## src/rtl/peripheral_bfm_master_generic_axi4.sv

```systemverilog
// ----------------------------------------------------------------------------
// peripheral_bfm_master_generic_axi4
//
// Command-driven AXI4 master. Each command (addr, len, dir) is turned into one
// complete INCR burst of 32-bit beats. Writes run AW -> W -> B and reads run
// AR -> R. Only one transaction is in flight at a time.
//
// Write beats come from the wd_* valid/ready stream. Read beats leave on the
// rd_* valid/ready stream. Both streams are wired straight through to the AXI
// data channels while their phase is active.
//
// When a transaction completes, done pulses for one cycle and done_resp holds
// the merged response. A per-phase watchdog aborts a transaction whose
// handshake has stalled, and reports DECERR.
//
// Ports
//   aclk, areset                 clock, asynchronous active-high reset
//   cmd_valid/ready/write/addr/len   command interface (ready only when idle)
//   wd_valid/ready/data/strb     write-beat stream in
//   rd_valid/ready/data          read-beat stream out
//   done, done_resp, busy        completion pulse, merged response, activity
//   aw*/w*/b*                    AXI4 write address/data/response channels
//   ar*/r*                       AXI4 read address/data channels
// ----------------------------------------------------------------------------
module peripheral_bfm_master_generic_axi4 #(
  parameter logic [3:0]  ID      = 4'h0,
  parameter int unsigned TIMEOUT = 256
) (
  input  logic        aclk,
  input  logic        areset,
  // command interface
  input  logic        cmd_valid,
  output logic        cmd_ready,
  input  logic        cmd_write,
  input  logic [31:0] cmd_addr,
  input  logic [3:0]  cmd_len,
  // write-beat stream
  input  logic        wd_valid,
  output logic        wd_ready,
  input  logic [31:0] wd_data,
  input  logic [3:0]  wd_strb,
  // read-beat stream
  output logic        rd_valid,
  input  logic        rd_ready,
  output logic [31:0] rd_data,
  // status
  output logic        done,
  output logic [1:0]  done_resp,
  output logic        busy,
  // write address channel
  output logic [3:0]  awid,
  output logic [31:0] awadr,
  output logic [3:0]  awlen,
  output logic [2:0]  awsize,
  output logic [1:0]  awburst,
  output logic [1:0]  awlock,
  output logic [3:0]  awcache,
  output logic [2:0]  awprot,
  output logic        awvalid,
  input  logic        awready,
  // write data channel
  output logic [3:0]  wid,
  output logic [31:0] wrdata,
  output logic [3:0]  wstrb,
  output logic        wlast,
  output logic        wvalid,
  input  logic        wready,
  // write response channel
  input  logic [3:0]  bid,
  input  logic [1:0]  bresp,
  input  logic        bvalid,
  output logic        bready,
  // read address channel
  output logic [3:0]  arid,
  output logic [31:0] araddr,
  output logic [3:0]  arlen,
  output logic [2:0]  arsize,
  output logic [1:0]  arburst,
  output logic [1:0]  arlock,
  output logic [3:0]  arcache,
  output logic [2:0]  arprot,
  output logic        arvalid,
  input  logic        arready,
  // read data channel
  input  logic [3:0]  rid,
  input  logic [31:0] rdata,
  input  logic [1:0]  rresp,
  input  logic        rlast,
  input  logic        rvalid,
  output logic        rready
);

  typedef enum logic [2:0] {
    ST_IDLE = 3'd0,
    ST_AW   = 3'd1,
    ST_W    = 3'd2,
    ST_B    = 3'd3,
    ST_AR   = 3'd4,
    ST_R    = 3'd5,
    ST_DONE = 3'd6
  } state_t;

  localparam logic [1:0] RESP_SLVERR = 2'b10;
  localparam logic [1:0] RESP_DECERR = 2'b11;

  // AXI response severity grows with its encoding
  // (OKAY < EXOKAY < SLVERR < DECERR), so a plain numeric max merges them.
  function automatic logic [1:0] resp_max(input logic [1:0] a, input logic [1:0] b);
    return (a > b) ? a : b;
  endfunction

  state_t      state_r, state_nxt_s;
  logic [31:0] addr_r;
  logic [3:0]  len_r;
  logic [3:0]  cnt_r, cnt_nxt_s;
  logic [1:0]  acc_r, acc_nxt_s;          // running merged response
  logic        err_r, err_nxt_s;          // rlast disagreed with beat count
  logic        bgot_r, bgot_nxt_s;        // B response arrived while still in W
  logic [1:0]  done_resp_r, done_resp_nxt_s;
  logic [31:0] wdog_r, wdog_nxt_s;
  logic        load_cmd_s;
  logic        hs_s;
  logic        wdog_active_s;
  logic        timeout_s;
  logic        last_s;
  logic        w_hs_s;
  logic        r_hs_s;
  logic [1:0]  r_acc_s;
  logic        r_err_s;

  // The IDs returned by the slave are not needed: one transaction at a time.
  logic unused_ids_s;
  assign unused_ids_s = ^{bid, rid};

  assign last_s = (cnt_r == len_r);
  assign w_hs_s = wd_valid & wready;
  assign r_hs_s = rvalid & rd_ready;
  assign r_acc_s = resp_max(acc_r, rresp);
  assign r_err_s = err_r | (rlast != last_s);

  // Handshake detect for the current phase; any handshake clears the watchdog.
  always_comb begin
    hs_s          = 1'b0;
    wdog_active_s = 1'b1;
    case (state_r)
      ST_AW:   hs_s = awready;
      ST_W:    hs_s = w_hs_s | bvalid;
      ST_B:    hs_s = bvalid;
      ST_AR:   hs_s = arready;
      ST_R:    hs_s = r_hs_s;
      default: begin
        hs_s          = 1'b0;
        wdog_active_s = 1'b0;
      end
    endcase
  end

  assign timeout_s = (TIMEOUT != 32'd0) && wdog_active_s && !hs_s &&
                     (wdog_r == 32'(TIMEOUT - 32'd1));

  // Next-state and datapath-update decode for the transaction FSM.
  always_comb begin
    state_nxt_s     = state_r;
    cnt_nxt_s       = cnt_r;
    acc_nxt_s       = acc_r;
    err_nxt_s       = err_r;
    bgot_nxt_s      = bgot_r;
    done_resp_nxt_s = done_resp_r;
    load_cmd_s      = 1'b0;
    case (state_r)
      ST_IDLE: begin
        if (cmd_valid) begin
          load_cmd_s  = 1'b1;
          state_nxt_s = cmd_write ? ST_AW : ST_AR;
          cnt_nxt_s   = 4'd0;
          acc_nxt_s   = 2'b00;
          err_nxt_s   = 1'b0;
          bgot_nxt_s  = 1'b0;
        end else begin
          state_nxt_s = ST_IDLE;
        end
      end
      ST_AW: begin
        if (timeout_s) begin
          state_nxt_s     = ST_DONE;
          done_resp_nxt_s = RESP_DECERR;
        end else if (awready) begin
          state_nxt_s = ST_W;
        end else begin
          state_nxt_s = ST_AW;
        end
      end
      ST_W: begin
        if (timeout_s) begin
          state_nxt_s     = ST_DONE;
          done_resp_nxt_s = RESP_DECERR;
        end else begin
          // bready is already high in W, so an early B must be kept.
          if (bvalid && !bgot_r) begin
            bgot_nxt_s = 1'b1;
            acc_nxt_s  = bresp;
          end else begin
            bgot_nxt_s = bgot_r;
          end
          if (w_hs_s) begin
            if (last_s) begin
              if (bgot_r) begin
                state_nxt_s     = ST_DONE;
                done_resp_nxt_s = acc_r;
              end else if (bvalid) begin
                state_nxt_s     = ST_DONE;
                done_resp_nxt_s = bresp;
              end else begin
                state_nxt_s = ST_B;
              end
            end else begin
              cnt_nxt_s = cnt_r + 4'd1;
            end
          end else begin
            cnt_nxt_s = cnt_r;
          end
        end
      end
      ST_B: begin
        if (timeout_s) begin
          state_nxt_s     = ST_DONE;
          done_resp_nxt_s = RESP_DECERR;
        end else if (bgot_r) begin
          state_nxt_s     = ST_DONE;
          done_resp_nxt_s = acc_r;
        end else if (bvalid) begin
          state_nxt_s     = ST_DONE;
          done_resp_nxt_s = bresp;
        end else begin
          state_nxt_s = ST_B;
        end
      end
      ST_AR: begin
        if (timeout_s) begin
          state_nxt_s     = ST_DONE;
          done_resp_nxt_s = RESP_DECERR;
        end else if (arready) begin
          state_nxt_s = ST_R;
        end else begin
          state_nxt_s = ST_AR;
        end
      end
      ST_R: begin
        if (timeout_s) begin
          state_nxt_s     = ST_DONE;
          done_resp_nxt_s = RESP_DECERR;
        end else if (r_hs_s) begin
          // The beat count alone ends the burst; a misplaced rlast only
          // downgrades the reported response.
          acc_nxt_s = r_acc_s;
          err_nxt_s = r_err_s;
          if (last_s) begin
            state_nxt_s     = ST_DONE;
            done_resp_nxt_s = r_err_s ? RESP_SLVERR : r_acc_s;
          end else begin
            cnt_nxt_s = cnt_r + 4'd1;
          end
        end else begin
          state_nxt_s = ST_R;
        end
      end
      ST_DONE: begin
        state_nxt_s = ST_IDLE;
      end
      default: begin
        state_nxt_s = ST_IDLE;
      end
    endcase
  end

  // Watchdog counts stalled cycles inside one phase and restarts on any
  // handshake or phase change.
  always_comb begin
    wdog_nxt_s = 32'd0;
    if (!wdog_active_s || hs_s || (state_nxt_s != state_r)) begin
      wdog_nxt_s = 32'd0;
    end else begin
      wdog_nxt_s = wdog_r + 32'd1;
    end
  end

  // State and transaction registers.
  always_ff @(posedge aclk or posedge areset) begin
    if (areset) begin
      state_r     <= ST_IDLE;
      addr_r      <= 32'd0;
      len_r       <= 4'd0;
      cnt_r       <= 4'd0;
      acc_r       <= 2'b00;
      err_r       <= 1'b0;
      bgot_r      <= 1'b0;
      done_resp_r <= 2'b00;
      wdog_r      <= 32'd0;
    end else begin
      state_r     <= state_nxt_s;
      cnt_r       <= cnt_nxt_s;
      acc_r       <= acc_nxt_s;
      err_r       <= err_nxt_s;
      bgot_r      <= bgot_nxt_s;
      done_resp_r <= done_resp_nxt_s;
      wdog_r      <= wdog_nxt_s;
      if (load_cmd_s) begin
        addr_r <= cmd_addr;
        len_r  <= cmd_len;
      end
    end
  end

  // Status decoded from the state register.
  assign cmd_ready = (state_r == ST_IDLE);
  assign busy      = (state_r != ST_IDLE);
  assign done      = (state_r == ST_DONE);
  assign done_resp = done_resp_r;

  // Address channels: payload from the latched command, fixed attributes.
  assign awid    = ID;
  assign awadr   = addr_r;
  assign awlen   = len_r;
  assign awsize  = 3'b010;
  assign awburst = 2'b01;
  assign awlock  = 2'b00;
  assign awcache = 4'b0000;
  assign awprot  = 3'b000;
  assign awvalid = (state_r == ST_AW);

  assign arid    = ID;
  assign araddr  = addr_r;
  assign arlen   = len_r;
  assign arsize  = 3'b010;
  assign arburst = 2'b01;
  assign arlock  = 2'b00;
  assign arcache = 4'b0000;
  assign arprot  = 3'b000;
  assign arvalid = (state_r == ST_AR);

  // Write data: the beat stream is gated onto W only while in W.
  assign wid      = ID;
  assign wrdata   = wd_data;
  assign wstrb    = wd_strb;
  assign wvalid   = (state_r == ST_W) & wd_valid;
  assign wd_ready = (state_r == ST_W) & wready;
  assign wlast    = (state_r == ST_W) & last_s;
  assign bready   = (state_r == ST_W) | (state_r == ST_B);

  // Read data: R is passed to the beat stream only while in R.
  assign rd_data  = rdata;
  assign rd_valid = (state_r == ST_R) & rvalid;
  assign rready   = (state_r == ST_R) & rd_ready;

endmodule

```

## config.mk

```make
export PLATFORM = sky130hd
export DESIGN_NAME = peripheral_bfm_master_generic_axi4
export DESIGN_NICKNAME = d
export VERILOG_FILES = /design/src/rtl/peripheral_bfm_master_generic_axi4.sv
export SDC_FILE = /design/constraint.sdc
export NUM_CORES = 1
export LEC_CHECK = 0
export BUFFER_PORTS_ARGS = -buffer_cell sky130_fd_sc_hd__buf_2
export CORE_AREA = 5 5 121 123
export CTS_CLUSTER_SIZE = 24
export DETAILED_ROUTE_END_ITERATION = 6
export DIE_AREA = 0 0 126 128
export PLACE_DENSITY = 0.7
export SLEW_MARGIN = 25
export SYNTH_ARGS = -nofsm -noshare
export SYNTH_HDL_FRONTEND = slang
export SYNTH_SLANG_ARGS = --single-unit
export TNS_END_PERCENT = 30
```

## constraint.sdc

```tcl
create_clock -name aclk -period 2.75 [get_ports aclk]
set_clock_uncertainty 0.2 [all_clocks]
set_input_delay 0 -clock aclk [delete_from_list [all_inputs] [get_ports aclk]]
set_output_delay 0 -clock aclk [all_outputs]
set_load 0.02 [all_outputs]
```

==> key figures <==
STA
  – Slew margin rel.: 0.5811
  – Worst slew pin tran: 0.6227 ns
  – Final Critical Period: 2.631 ns
  – Highest Clock Rate: 380.1 MHz
  – RSZ-0062 raised after global routing: false
  – Pins over their slew limit: 0
  – Endpoints failing hold: 0
  – Setup violations, final: 0
  – Final worst-path cycle share: 0.9567
  – Sum Neg Setup Slack: 0 ns
  – WHS: 0.04145 ns

Clocking
  – Worst skew pair latency: 0.35 ns
  – Clk slew on worst S/H paths: 0.06 ns
  – Root buf cell: clkbuf_16
  – CTS Buffer Depth: 2
  – # H-tree levels: 3
  – Clock buffer count from CTS: 9
  – CTS tree: yes
  – TritonCTS Sinks: 81

GRT
  – First-pass GRT wire length: 22.69 mm
  – Total track usage: 0.1811
  – Pin count of the biggest net entering global routing: 42
  – Remaining global-route overflow: 0
  – Initial antenna violation count: 2
  – Vias in the first global route: 3972

Synth
  – Share of the synthesized area in compound gates (AO/OA/AOI/OAI): 0.05390
  – Synth Area in Simple Gates: 0.1534
  – Largest family of logic cells by synthesized area: buffers and inverters
  – Synth warnings: 0
  – Async set-reset flop share out of synthesis: 1.000
  – Gate Count Post-Synth: 525
  – Post-synthesis sequential area ratio: 0.3933
  – Syn avg cell area: 9.817 um^2
  – Synth Area in XOR/XNOR: 0.06458
  – Syn Std Cell Area: 5154 um^2
  – Multiplexer area fraction after synthesis: 0.08254
  – Unique masters post-synth: 55
  – #FFs+latches synth: 81
  – Adder-Cell Fraction of Synth Area: 0.01214
  – Main flop type after synthesis: dfrtp_1
  – Number of synthesized flops with an enable pin: 0

Floorplanning
  – Die X: 126 um
  – Die ar.: 16130 um^2
  – # rows: 43
  – Vert. Die Dim: 128 um
  – Core Box Area: 13560 um^2
  – Ports: 321
  – Starting density of the core: 0.3801

Setup path
  – R2r worst-path depth: 8
  – Nature of the critical path endpoint: register
  – WP data arrival: 2.66 ns
  – R2R Path Start: state_r[2]
  – Crit. Startpoint: state_r[2]
  – Type of the worst setup path: register to register
  – Capture point of the worst path: state_r[0]
  – Critical Path RT: 2.77 ns
  – CP Launch Type: register
  – RR Endpoint: state_r[0]
  – Flop-to-flop setup slack: 0.12 ns
  – Critical-path maximum fanout: 10

Drt
  – Routed vias: 3937
  – DRT Pass-1 Iters: 4
  – Antenna Nets Post-Route: 0
  – Via/cell ratio: 4.583
  – Drc violations: 0
  – Initial DRC count: 149
  – Total wire length: 15.03 mm
  – WL/cell: 17.50 um

Placement
  – DP HPWL: 9.956 mm
  – I/O Buffers: 136
  – RD Place Congestion: 0.8355
  – Placed insts: 728

Cells and area
  – Total Nets Final: 807
  – Diode count: 0
  – Filler cells: 1195
  – Non-Filler Instances: 859
  – Layout cell share with drive strength beyond 1: 0.3270
  – Synth-to-layout area growth: 27.75%

Power and ir drop
  – Switching share of total power: 0.4424
  – Reg power frac: 0.310
  – Pint: 3.501 mW
  – PwrDens: 953.7 nW/um^2
  – Clock power frac: 0.194
  – Logic pwr share: 0.496
  – VDD IR max: 0.0005588 V
  – Lkg Pwr: 3.072 nW
  – Psw: 2.777 mW

Run
  – Max-Cap Viols: 0

Min path
  – Hold Path Class: input port to asynchronous set/reset pin

Run status
  – Status: completed
==> metal layers <==
layer  GRT usage  part of all wire
met5           0            0.0018
met4     0.06625             0.025
met3     0.05625             0.072
met2      0.3030              0.51
met1      0.2206              0.40
==> critical path, stage by stage, from the launching register on <==
cell           delay (ns)
dfrtp_1              0.53
inv_2                0.17
nand2_2              0.09
inv_2                0.08
a32oi_1              0.12
a2111o_1             0.41
buf_4                0.18
a22o_1               0.17
dlygate4sd3_1        0.55
==> synthesized netlist by cell type (2+ instances only) <==
cell / n / area [um^2]
a21oi_1: 10 / 50.05
buf_4: 144 / 1081
a31oi_1: 2 / 12.51
a211oi_1: 2 / 15.01
inv_2: 2 / 7.510
nand2b_1: 3 / 18.77
nand2_1: 26 / 97.59
nand4_1: 9 / 56.30
nor2b_1: 2 / 12.51
inv_1: 11 / 41.29
o211ai_1: 2 / 15.01
nand3_1: 13 / 65.06
mux2_2: 36 / 405.4
mux2i_1: 2 / 20.02
dfrtp_1: 81 / 2027
o21ai_0: 8 / 40.04
nor3b_1: 3 / 22.52
ha_1: 5 / 62.56
nor4_1: 7 / 43.79
nor2_2: 10 / 62.56
clkbuf_1: 8 / 30.03
and3_1: 7 / 43.79
and2_1: 5 / 31.28
o221ai_1: 2 / 17.52
buf_2: 2 / 10.01
xor2_1: 28 / 245.2
nand3b_1: 2 / 15.01
and4_1: 2 / 17.52
or2_2: 2 / 12.51
nor2_1: 44 / 165.2
conb_1: 2 / 7.510
xnor2_1: 10 / 87.58
buf_6: 4 / 45.04
nor3_1: 8 / 40.04
==> layout by cell type (no fill, tap or decap), types with 9 or more instances in the layout <==
cell and count:
a21oi_1 10, buf_2 136, clkbuf_16 9, conb_1 40
dfrtp_1 80, dlygate4sd3_1 115, inv_1 10, mux2_2 36
nand2_1 26, nand3_1 13, nand4_1 9, nor2_1 44
nor2_2 10, xnor2_1 10, xor2_1 28
==> area by class of cell <==
| type | instances | area, um^2 | area share |
|---|---|---|---|
| multi-input combinational | 310 | 2053 | 0.3119 |
| sequential | 81 | 2028 | 0.3081 |
| timing repair buffer | 259 | 1929 | 0.2930 |
| clock buffer | 11 | 242.7 | 0.03687 |
| tap | 180 | 225.2 | 0.03421 |
| clock inverter | 5 | 55.05 | 0.008362 |
| inverter | 13 | 50.05 | 0.007602 |
==> cell families (layout without fill, tap and decap cells) <==
kind of cell | after synthesis | count (layout)
AND/OR/NAND/NOR | 152 | 152
XOR/XNOR | 38 | 38
buffers and inverters | 172 | 288
multiplexers | 38 | 38
AO/OA/AOI/OAI | 37 | 37
adder cells (fa/ha/maj) | 5 | 5
other | 2 | 40
flip-flops | 81 | 81
==> stage by stage <==
step | cell area [um^2] | worst slack (ns) | util | power (mW)
global route | 6584 | 0.003776 | 0.4856 | 6.650
detailed placement | 5121 | 0.2287 | 0.3777 | 4.809
finish | 6584 | 0.1190 | 0.4856 | 6.279
global placement | 5121 | 0.3082 | 0.3777 | 4.780
CTS | 6570 | 0.05801 | 0.4846 | 6.293
floorplan | 5296 | 0.2325 | - | 4.432
==> worst min-delay path by stage <==
stage and endpoint:
2_1_floorplan rd_data[0], 3_3_place_gp rd_data[16], 3_5_place_dp rd_data[16], 4_1_cts araddr[22]
5_1_grt err_r, 6_report araddr[12]
==> power by group through the flow <==
stage	registers [mW]	logic (mW)	clock network (mW)
2_1_floorplan	2.17	2.26	0
3_3_place_gp	1.94	2.84	0
3_5_place_dp	1.95	2.86	0
4_1_cts	1.93	3.10	1.26
5_1_grt	2.00	3.33	1.32
6_report	1.95	3.11	1.22
==> registers in the layout (all words and copies together) (netlist names), 2 cells and up <==
register,count
acc_r,2
state_r,3
cnt_r,4
wdog_r,32
arlen,4
araddr,32
done_resp,2
==> timing repair <==
item / 4_1_cts / 5_1_grt
hold endpoints to repair: 194 / 0
hold buffers: 115 / 0
endpoints found under the setup margin: 0 / 2
setup buffers: 0 / 0
gates resized for setup: 0 / 3
Note: power is estimated with default switching activity, not from simulation.
